===== config.mk =====
export PLATFORM = sky130hd
export DESIGN_NAME = img_ram_streamer
export DESIGN_NICKNAME = d
export VERILOG_FILES = /design/src/rtl/img_ram_streamer.sv
export SDC_FILE = /design/constraint.sdc
export NUM_CORES = 1
export LEC_CHECK = 0
export ABC_AREA = 1
export ABC_CLOCK_PERIOD_IN_PS = 4100
export CELL_PAD_IN_SITES_DETAIL_PLACEMENT = 1
export CELL_PAD_IN_SITES_GLOBAL_PLACEMENT = 2
export CORE_AREA = 2 2 162 164
export CTS_BUF_LIST = sky130_fd_sc_hd__clkbuf_4 sky130_fd_sc_hd__clkbuf_8
export DETAILED_ROUTE_END_ITERATION = 8
export DIE_AREA = 0 0 164 166
export PLACE_DENSITY_LB_ADDON = 0.05
export SLEW_MARGIN = 20
export SYNTH_ARGS = -nofsm -noshare
export SYNTH_HDL_FRONTEND = slang
export SYNTH_SLANG_ARGS = --single-unit

===== constraint.sdc =====
create_clock -name CLK -period 4.1 [get_ports CLK]
set_clock_uncertainty 0.1 [all_clocks]
set_input_delay 0.82 -clock CLK [delete_from_list [all_inputs] [get_ports CLK]]
set_output_delay 0.82 -clock CLK [all_outputs]
set_load 0.05 [all_outputs]

===== src/rtl/img_ram_streamer.sv =====
// Programmable strided read streamer for the image RAM: issues credit-limited reads,
// buffers returned pixels in a small FIFO and presents them on a valid/ready stream.
module img_ram_streamer #(
  parameter int ADDR_W     = 20,
  parameter int DATA_W     = 8,
  parameter int FIFO_DEPTH = 4,
  parameter int RD_LAT     = 1
) (
  input  logic              CLK,
  input  logic              RST,
  input  logic              start,
  input  logic              abort,
  input  logic [ADDR_W-1:0] cfg_base,
  input  logic [ADDR_W-1:0] cfg_count,
  input  logic [ADDR_W-1:0] cfg_stride,
  input  logic              cfg_dir,
  output logic              ram_rd_en,
  output logic [ADDR_W-1:0] ram_rd_addr,
  input  logic [DATA_W-1:0] ram_rd_data,
  output logic              out_valid,
  input  logic              out_ready,
  output logic [DATA_W-1:0] out_data,
  output logic              out_last,
  output logic              busy,
  output logic              done
);

  localparam int AW = $clog2(FIFO_DEPTH);
  localparam int PW = AW + 1;
  localparam logic [PW:0] DEPTH_C = (PW+1)'(FIFO_DEPTH);

  typedef enum logic [1:0] {IDLE = 2'd0, RUN = 2'd1, DRAIN = 2'd2, DONE = 2'd3} state_t;

  state_t              r_state, w_next;
  logic [ADDR_W-1:0]   r_addr, r_count, r_stride, r_issued;
  logic                r_dir;
  logic [RD_LAT-1:0]   r_pv, r_pl;
  logic [DATA_W-1:0]   r_mem [FIFO_DEPTH];
  logic [FIFO_DEPTH-1:0] r_mem_last;
  logic [PW-1:0]       r_wptr, r_rptr;

  logic [PW-1:0]       w_occ;
  logic [PW:0]         w_inflight;
  logic [AW-1:0]       w_ridx, w_widx;
  logic                w_empty, w_ret, w_ret_last, w_pop, w_pop_fifo, w_push;
  logic                w_issue, w_issue_last, w_credit, w_abort, w_load;

  assign w_occ        = r_wptr - r_rptr;
  assign w_empty      = (w_occ == '0);
  assign w_ridx       = r_rptr[AW-1:0];
  assign w_widx       = r_wptr[AW-1:0];
  assign w_ret        = r_pv[RD_LAT-1];
  assign w_ret_last   = r_pl[RD_LAT-1];
  assign w_abort      = abort && (r_state != IDLE);
  assign w_load       = (r_state == IDLE) && start && !abort;
  assign w_issue_last = (r_issued == r_count - ADDR_W'(1));

  // An empty FIFO is bypassed so a returning pixel is visible in the cycle it arrives.
  assign out_valid  = !w_empty || w_ret;
  assign out_data   = !w_empty ? r_mem[w_ridx] : (w_ret ? ram_rd_data : '0);
  assign out_last   = !w_empty ? r_mem_last[w_ridx] : (w_ret && w_ret_last);
  assign w_pop      = out_valid && out_ready;
  assign w_pop_fifo = w_pop && !w_empty;
  assign w_push     = w_ret && !(w_empty && out_ready) && !w_abort;

  always_comb begin
    w_inflight = '0;
    for (int i = 0; i < RD_LAT; i++) w_inflight = w_inflight + {{PW{1'b0}}, r_pv[i]};
  end

  // Reads in flight hold a FIFO slot, so the FIFO can never overflow.
  assign w_credit = ({1'b0, w_occ} + w_inflight) < DEPTH_C;

  always_comb begin
    w_next  = r_state;
    w_issue = 1'b0;
    busy    = 1'b1;
    done    = 1'b0;
    case (r_state)
      IDLE: begin
        busy = 1'b0;
        if (w_load) w_next = (cfg_count == '0) ? DONE : RUN;
      end
      RUN: begin
        w_issue = (r_issued < r_count) && w_credit;
        if (w_issue && w_issue_last) w_next = DRAIN;
      end
      DRAIN: if (w_pop && out_last) w_next = DONE;
      DONE: begin
        done   = 1'b1;
        w_next = IDLE;
      end
      default: w_next = IDLE;
    endcase
    if (w_abort) begin
      w_next  = IDLE;
      w_issue = 1'b0;
    end
  end

  assign ram_rd_en   = w_issue;
  assign ram_rd_addr = w_issue ? r_addr : '0;

  always_ff @(posedge CLK or negedge RST) begin
    if (!RST) r_state <= IDLE;
    else      r_state <= w_next;
  end

  always_ff @(posedge CLK or negedge RST) begin
    if (!RST) begin
      r_addr   <= '0;
      r_count  <= '0;
      r_stride <= '0;
      r_dir    <= 1'b0;
      r_issued <= '0;
    end else if (w_load) begin
      r_addr   <= cfg_base;
      r_count  <= cfg_count;
      r_stride <= cfg_stride;
      r_dir    <= cfg_dir;
      r_issued <= '0;
    end else if (w_issue) begin
      r_addr   <= r_dir ? (r_addr - r_stride) : (r_addr + r_stride);
      r_issued <= r_issued + ADDR_W'(1);
    end
  end

  // Return pipe: tracks which cycles carry valid RAM data and whether it is the final pixel.
  always_ff @(posedge CLK or negedge RST) begin
    if (!RST) begin
      r_pv <= '0;
      r_pl <= '0;
    end else if (w_abort) begin
      r_pv <= '0;
      r_pl <= '0;
    end else begin
      for (int i = 1; i < RD_LAT; i++) begin
        r_pv[i] <= r_pv[i-1];
        r_pl[i] <= r_pl[i-1];
      end
      r_pv[0] <= w_issue;
      r_pl[0] <= w_issue && w_issue_last;
    end
  end

  always_ff @(posedge CLK or negedge RST) begin
    if (!RST) begin
      r_wptr <= '0;
      r_rptr <= '0;
    end else if (w_abort) begin
      r_wptr <= '0;
      r_rptr <= '0;
    end else begin
      if (w_push)     r_wptr <= r_wptr + PW'(1);
      if (w_pop_fifo) r_rptr <= r_rptr + PW'(1);
    end
  end

  always_ff @(posedge CLK) begin
    if (w_push) begin
      r_mem[w_widx]      <= ram_rd_data;
      r_mem_last[w_widx] <= w_ret_last;
    end
  end

endmodule

==> summary.txt, run 1 <==
Status
  • Run status: complete, no violations

Global route
  • Number of global-route vias before repair: about 8200
  • Largest net degree at the start of global routing: 49
  • Initial antenna violation count: 0
  • Total track usage: 20.39%
  • Total grt overflow: 0
  • First-pass GRT wire length: between 40000 and 50000 um

Clock network
  • CTS max path bufs: 2
  • CTS Buf Count: 17
  • CTS tree: yes
  • Clock sink total: 127
  • Clock Pin Slew Worst Setup and Hold Paths: approximately 0.1 ns
  • Cts hold-fix bufs: 0
  • Root Driver: clkbuf_8
  • H-tree lvl count: 4
  • Worst skew pair latency: approximately 0.46 ns

Power and ir drop
  • NetSw: 5380 uW
  • Clock power frac: roughly 11%
  • Comb power frac: between 60% and 70%
  • Internal power: ~4700 uW
  • Power density cells: between 900 and 1000 mW/mm^2
  • Register share of total power: around a fifth
  • Leak: 0.004941 uW
  • Maximum vdd drop: 0.6381 mV
  • Net Sw Frac: 53.11%

Route
  • DRT Pass-1 Iters: 4
  • Via count: 7799
  • Vias per cell: between 4 and 5
  • Residual DRC count: 0
  • Post-route antenna net violation count: 0
  • Detailed Route Iter0 Violations: 229
  • Final WL: roughly 27000 um
  • WL/cell: between 15 and 20 um

Critical path
  • Critical Path Start: r_wptr[0]
  • Worst Path Arrival: roughly 3.0 ns
  • Worst stage delay on the critical path: approximately 0.42 ns
  • Critical-path maximum fanout: 17
  • Crit start category: flip-flop
  • Setup Crit Path Kind: reg2out
  • Worst r2r src: r_stride[0]
  • Worst path most repeated cell: buf_12
  • CP max-delay cell: dfrtp_1
  • Buf+Inv Stages, Crit Path: 3
  • Crit-path cells: inv_1 -> ha_1 -> fa_1 -> xnor2_1 -> xor2_1 -> o31ai_2 -> nor2_4 -> buf_12 -> nand2_8 -> nor2_2 -> buf_12
  • Capturing element type of the critical path: output port
  • CP required: around 3.2 ns
  • Worst path top cell family by delay: adder cells

Synth
  • Post-synth net total: 1257
  • Synth cell types: 44
  • Register bit total from synthesis: 127
  • Seq/Total Area, Yosys: between 30 and 40%
  • Yosys warnings: 0
  • Syn avg cell area: roughly 7.5 um^2
  • Syn Inst Count: around 1100
  • Mapped cell area: 0.008511 mm^2

Timing
  • RSZ-0062 raised after global routing: true
  • FMAX: between 200 and 300 MHz
  • Max Slew Vio Count: 0
  • Setup TNS: 0 ns
  • Setup Viol. Count Final: 0
  • Final Cycle Share: between 90% and 100%
  • Worst-margin pin slew: ~0.7 ns
  • Min cycle time layout: 3.868 ns
  • Final WS setup: between 0.2 and 0.25 ns
  • Rel. slew slack: a little over half
  • Final count of hold timing violations: 0

Layout
  • Layout cell share with drive strength beyond 1: 10.29%
  • Nets@finish: about 1400
  • Commonest non-fill, non-tap cell in the layout: nand2_1
  • Area Overhead vs Synth: 26.21%
  • Most frequent cells in the layout: nand2_1 (274), inv_1 (137), nor2_1 (113), dfrtp_1 (91), o21ai_0 (82)
  • Sequential standard cell area: roughly 0.0034 mm^2
  • # diodes: 0
  • FILL cells: around 3100
  • Multi-input logic area: ~0.0046 mm^2
  • Finished Layout Cells: approximately 1600
  • Final Util: between 40% and 50%

Floorplan
  • Initial Utilization: around a third
  • Core area: between 0.02 and 0.03 mm^2
  • Die area: between 0.02 and 0.03 mm^2
  • Die H: ~170 um
  • Die width: 164 um
  • I/O pin count: 107
  • FP Rows: slightly below 60

Placement
  • HPWL after DPL: around 20000 um
  • Port Buffer Count: ~110
  • GPL Wtd Cong: ~0.83
  • Worst slack at placement: 0.5137 ns
  • Cells after DPL: around 1600

Job
  • Max Cap Viol: 0

Worst hold path
  • Tightest Hold Check Type: in2async
final timing paths:
check | end | slack [ns] | cells past startpoint
max | ram_rd_addr[1] | 0.23 | 11
min | r_addr[0] | 0.28 | 1
max reg2reg | r_addr[19] | 0.47 | 21
min reg2reg | r_rptr[2] | 0.40 | 1
max in group asynchronous | r_addr[14] | 2.80 | 2
min in group CLK | r_rptr[2] | 0.40 | 1
worst register-to-register path, delay by kind of cell, from the launching register on:
family,cells,cell delay [ns]
buffers and inverters,1,0.10
xor gates and xnor gates,1,0.18
DFF,1,0.39
adders and majority gates,2,0.53
and+or+nand+nor,15,1.83
AOI/OAI and AO/OA,2,0.38
registers in the layout (all words and copies together), names as in the netlist:
| name | cells |
|---|---|
| r_addr | 20 |
| r_count | 20 |
| r_dir | 1 |
| r_issued | 20 |
| r_mem | 32 |
| r_mem_last | 4 |
| r_pl | 1 |
| r_pv | 1 |
| r_rptr | 3 |
| r_state | 2 |
| r_stride | 20 |
| r_wptr | 3 |
stage by stage:
step,hold WS [ns],total power (uW),instance area (um^2)
after floorplan,0.3529,6639,8511
after CTS,0.2905,10040,10630
final,0.2781,10130,10740
after global placement,0.3721,8736,10230
after global routing,0.3007,11110,10740
after detailed placement,0.3813,8785,10230
logic make-up (layout without fill, tap and decap cells):
group	count (synthesis)	count (layout)	synth area share, %
xor+xnor	49	49	5.043
fa+ha+maj	55	55	8.262
compound gates	213	213	13.83
buf+inv	175	300	8.130
flops	127	127	39.46
simple gates	509	510	25.27
what timing repair did:
item	4_1_cts	5_1_grt
gates cloned	0	1
pin swaps	0	3
buffers inserted	0	2
setup endpoints to repair	5	30
resized for setup	1	31
final cells by class:
cell class | count | share of cell area (%)
Tap cell | 335 | 3.902
Inverter | 146 | 5.102
Timing Repair Buffer | 122 | 13.63
Sequential cell | 127 | 31.26
Multi-Input combinational cell | 827 | 42.42
Clock inverter | 15 | 1.503
Clock buffer | 17 | 2.178
synthesized netlist by cell type:
| cell type | n | area, um^2 |
|---|---|---|
| nand4_1 | 13 | 81.33 |
| ha_1 | 53 | 663.1 |
| nand2_1 | 275 | 1032 |
| buf_4 | 4 | 30.03 |
| nand3_1 | 51 | 255.2 |
| o21ai_2 | 1 | 8.760 |
| nand2_4 | 3 | 33.78 |
| nor4_1 | 5 | 31.28 |
| nand3_2 | 2 | 20.02 |
| nor2_8 | 1 | 20.02 |
| o22ai_1 | 18 | 112.6 |
| inv_1 | 138 | 518.0 |
| and3_1 | 1 | 6.260 |
| edfxtp_1 | 36 | 1081 |
| a21oi_1 | 58 | 290.3 |
| a31oi_1 | 8 | 50.05 |
| nor3_4 | 1 | 16.27 |
| o21a_1 | 2 | 15.01 |
| clkbuf_1 | 19 | 71.32 |
| nor3_1 | 13 | 65.06 |
| xnor2_1 | 18 | 157.7 |
| a211oi_1 | 3 | 22.52 |
| nor2_4 | 3 | 33.78 |
| dfrtp_1 | 91 | 2277 |
| buf_2 | 4 | 20.02 |
| o2111ai_1 | 1 | 8.760 |
| o31ai_1 | 6 | 45.04 |
| o21ai_1 | 11 | 55.05 |
| a22oi_1 | 2 | 15.01 |
| buf_6 | 2 | 22.52 |
| o221ai_1 | 3 | 26.28 |
| xor2_1 | 31 | 271.5 |
| nor2_1 | 133 | 499.2 |
| o21ai_0 | 89 | 445.4 |
| nor2_2 | 4 | 25.02 |
| nand2_2 | 1 | 6.260 |
| nand3b_1 | 2 | 15.01 |
| nor3_2 | 1 | 10.01 |
| fa_1 | 2 | 40.04 |
| inv_2 | 7 | 26.28 |
| o21bai_1 | 4 | 30.03 |
| a21o_1 | 4 | 30.03 |
| clkinv_1 | 1 | 3.750 |
| o211ai_1 | 3 | 22.52 |
power groups by stage:
stage,Combinational [uW],Clock (uW),Sequential [uW]
after CTS,6780,1190,2070
final,6910,1150,2060
after global routing,7730,1250,2130
after floorplan,4690,0,1950
after detailed placement,6690,0,2090
after global placement,6650,0,2090
per-layer routing:
layer	global-route usage, %	routed length [um]	part of all wire (%)	up-vias
met5	0	0	0	-
met4	4.348	292	1.1	0
met3	2.972	646	2.4	17
met2	34.18	12650	47	98
met1	27.89	13200	49	3746
li1	-	-	-	3938
Note: power is estimated with default switching activity, not from simulation.
==> inputs of run 2 (changes only) <==
- ABC_CLOCK_PERIOD_IN_PS: 4100 -> default
- CTS_CLUSTER_DIAMETER: default -> 40
==> results of run 2 <==
The final DEF is identical to that of run 1; final timing and power are the same.
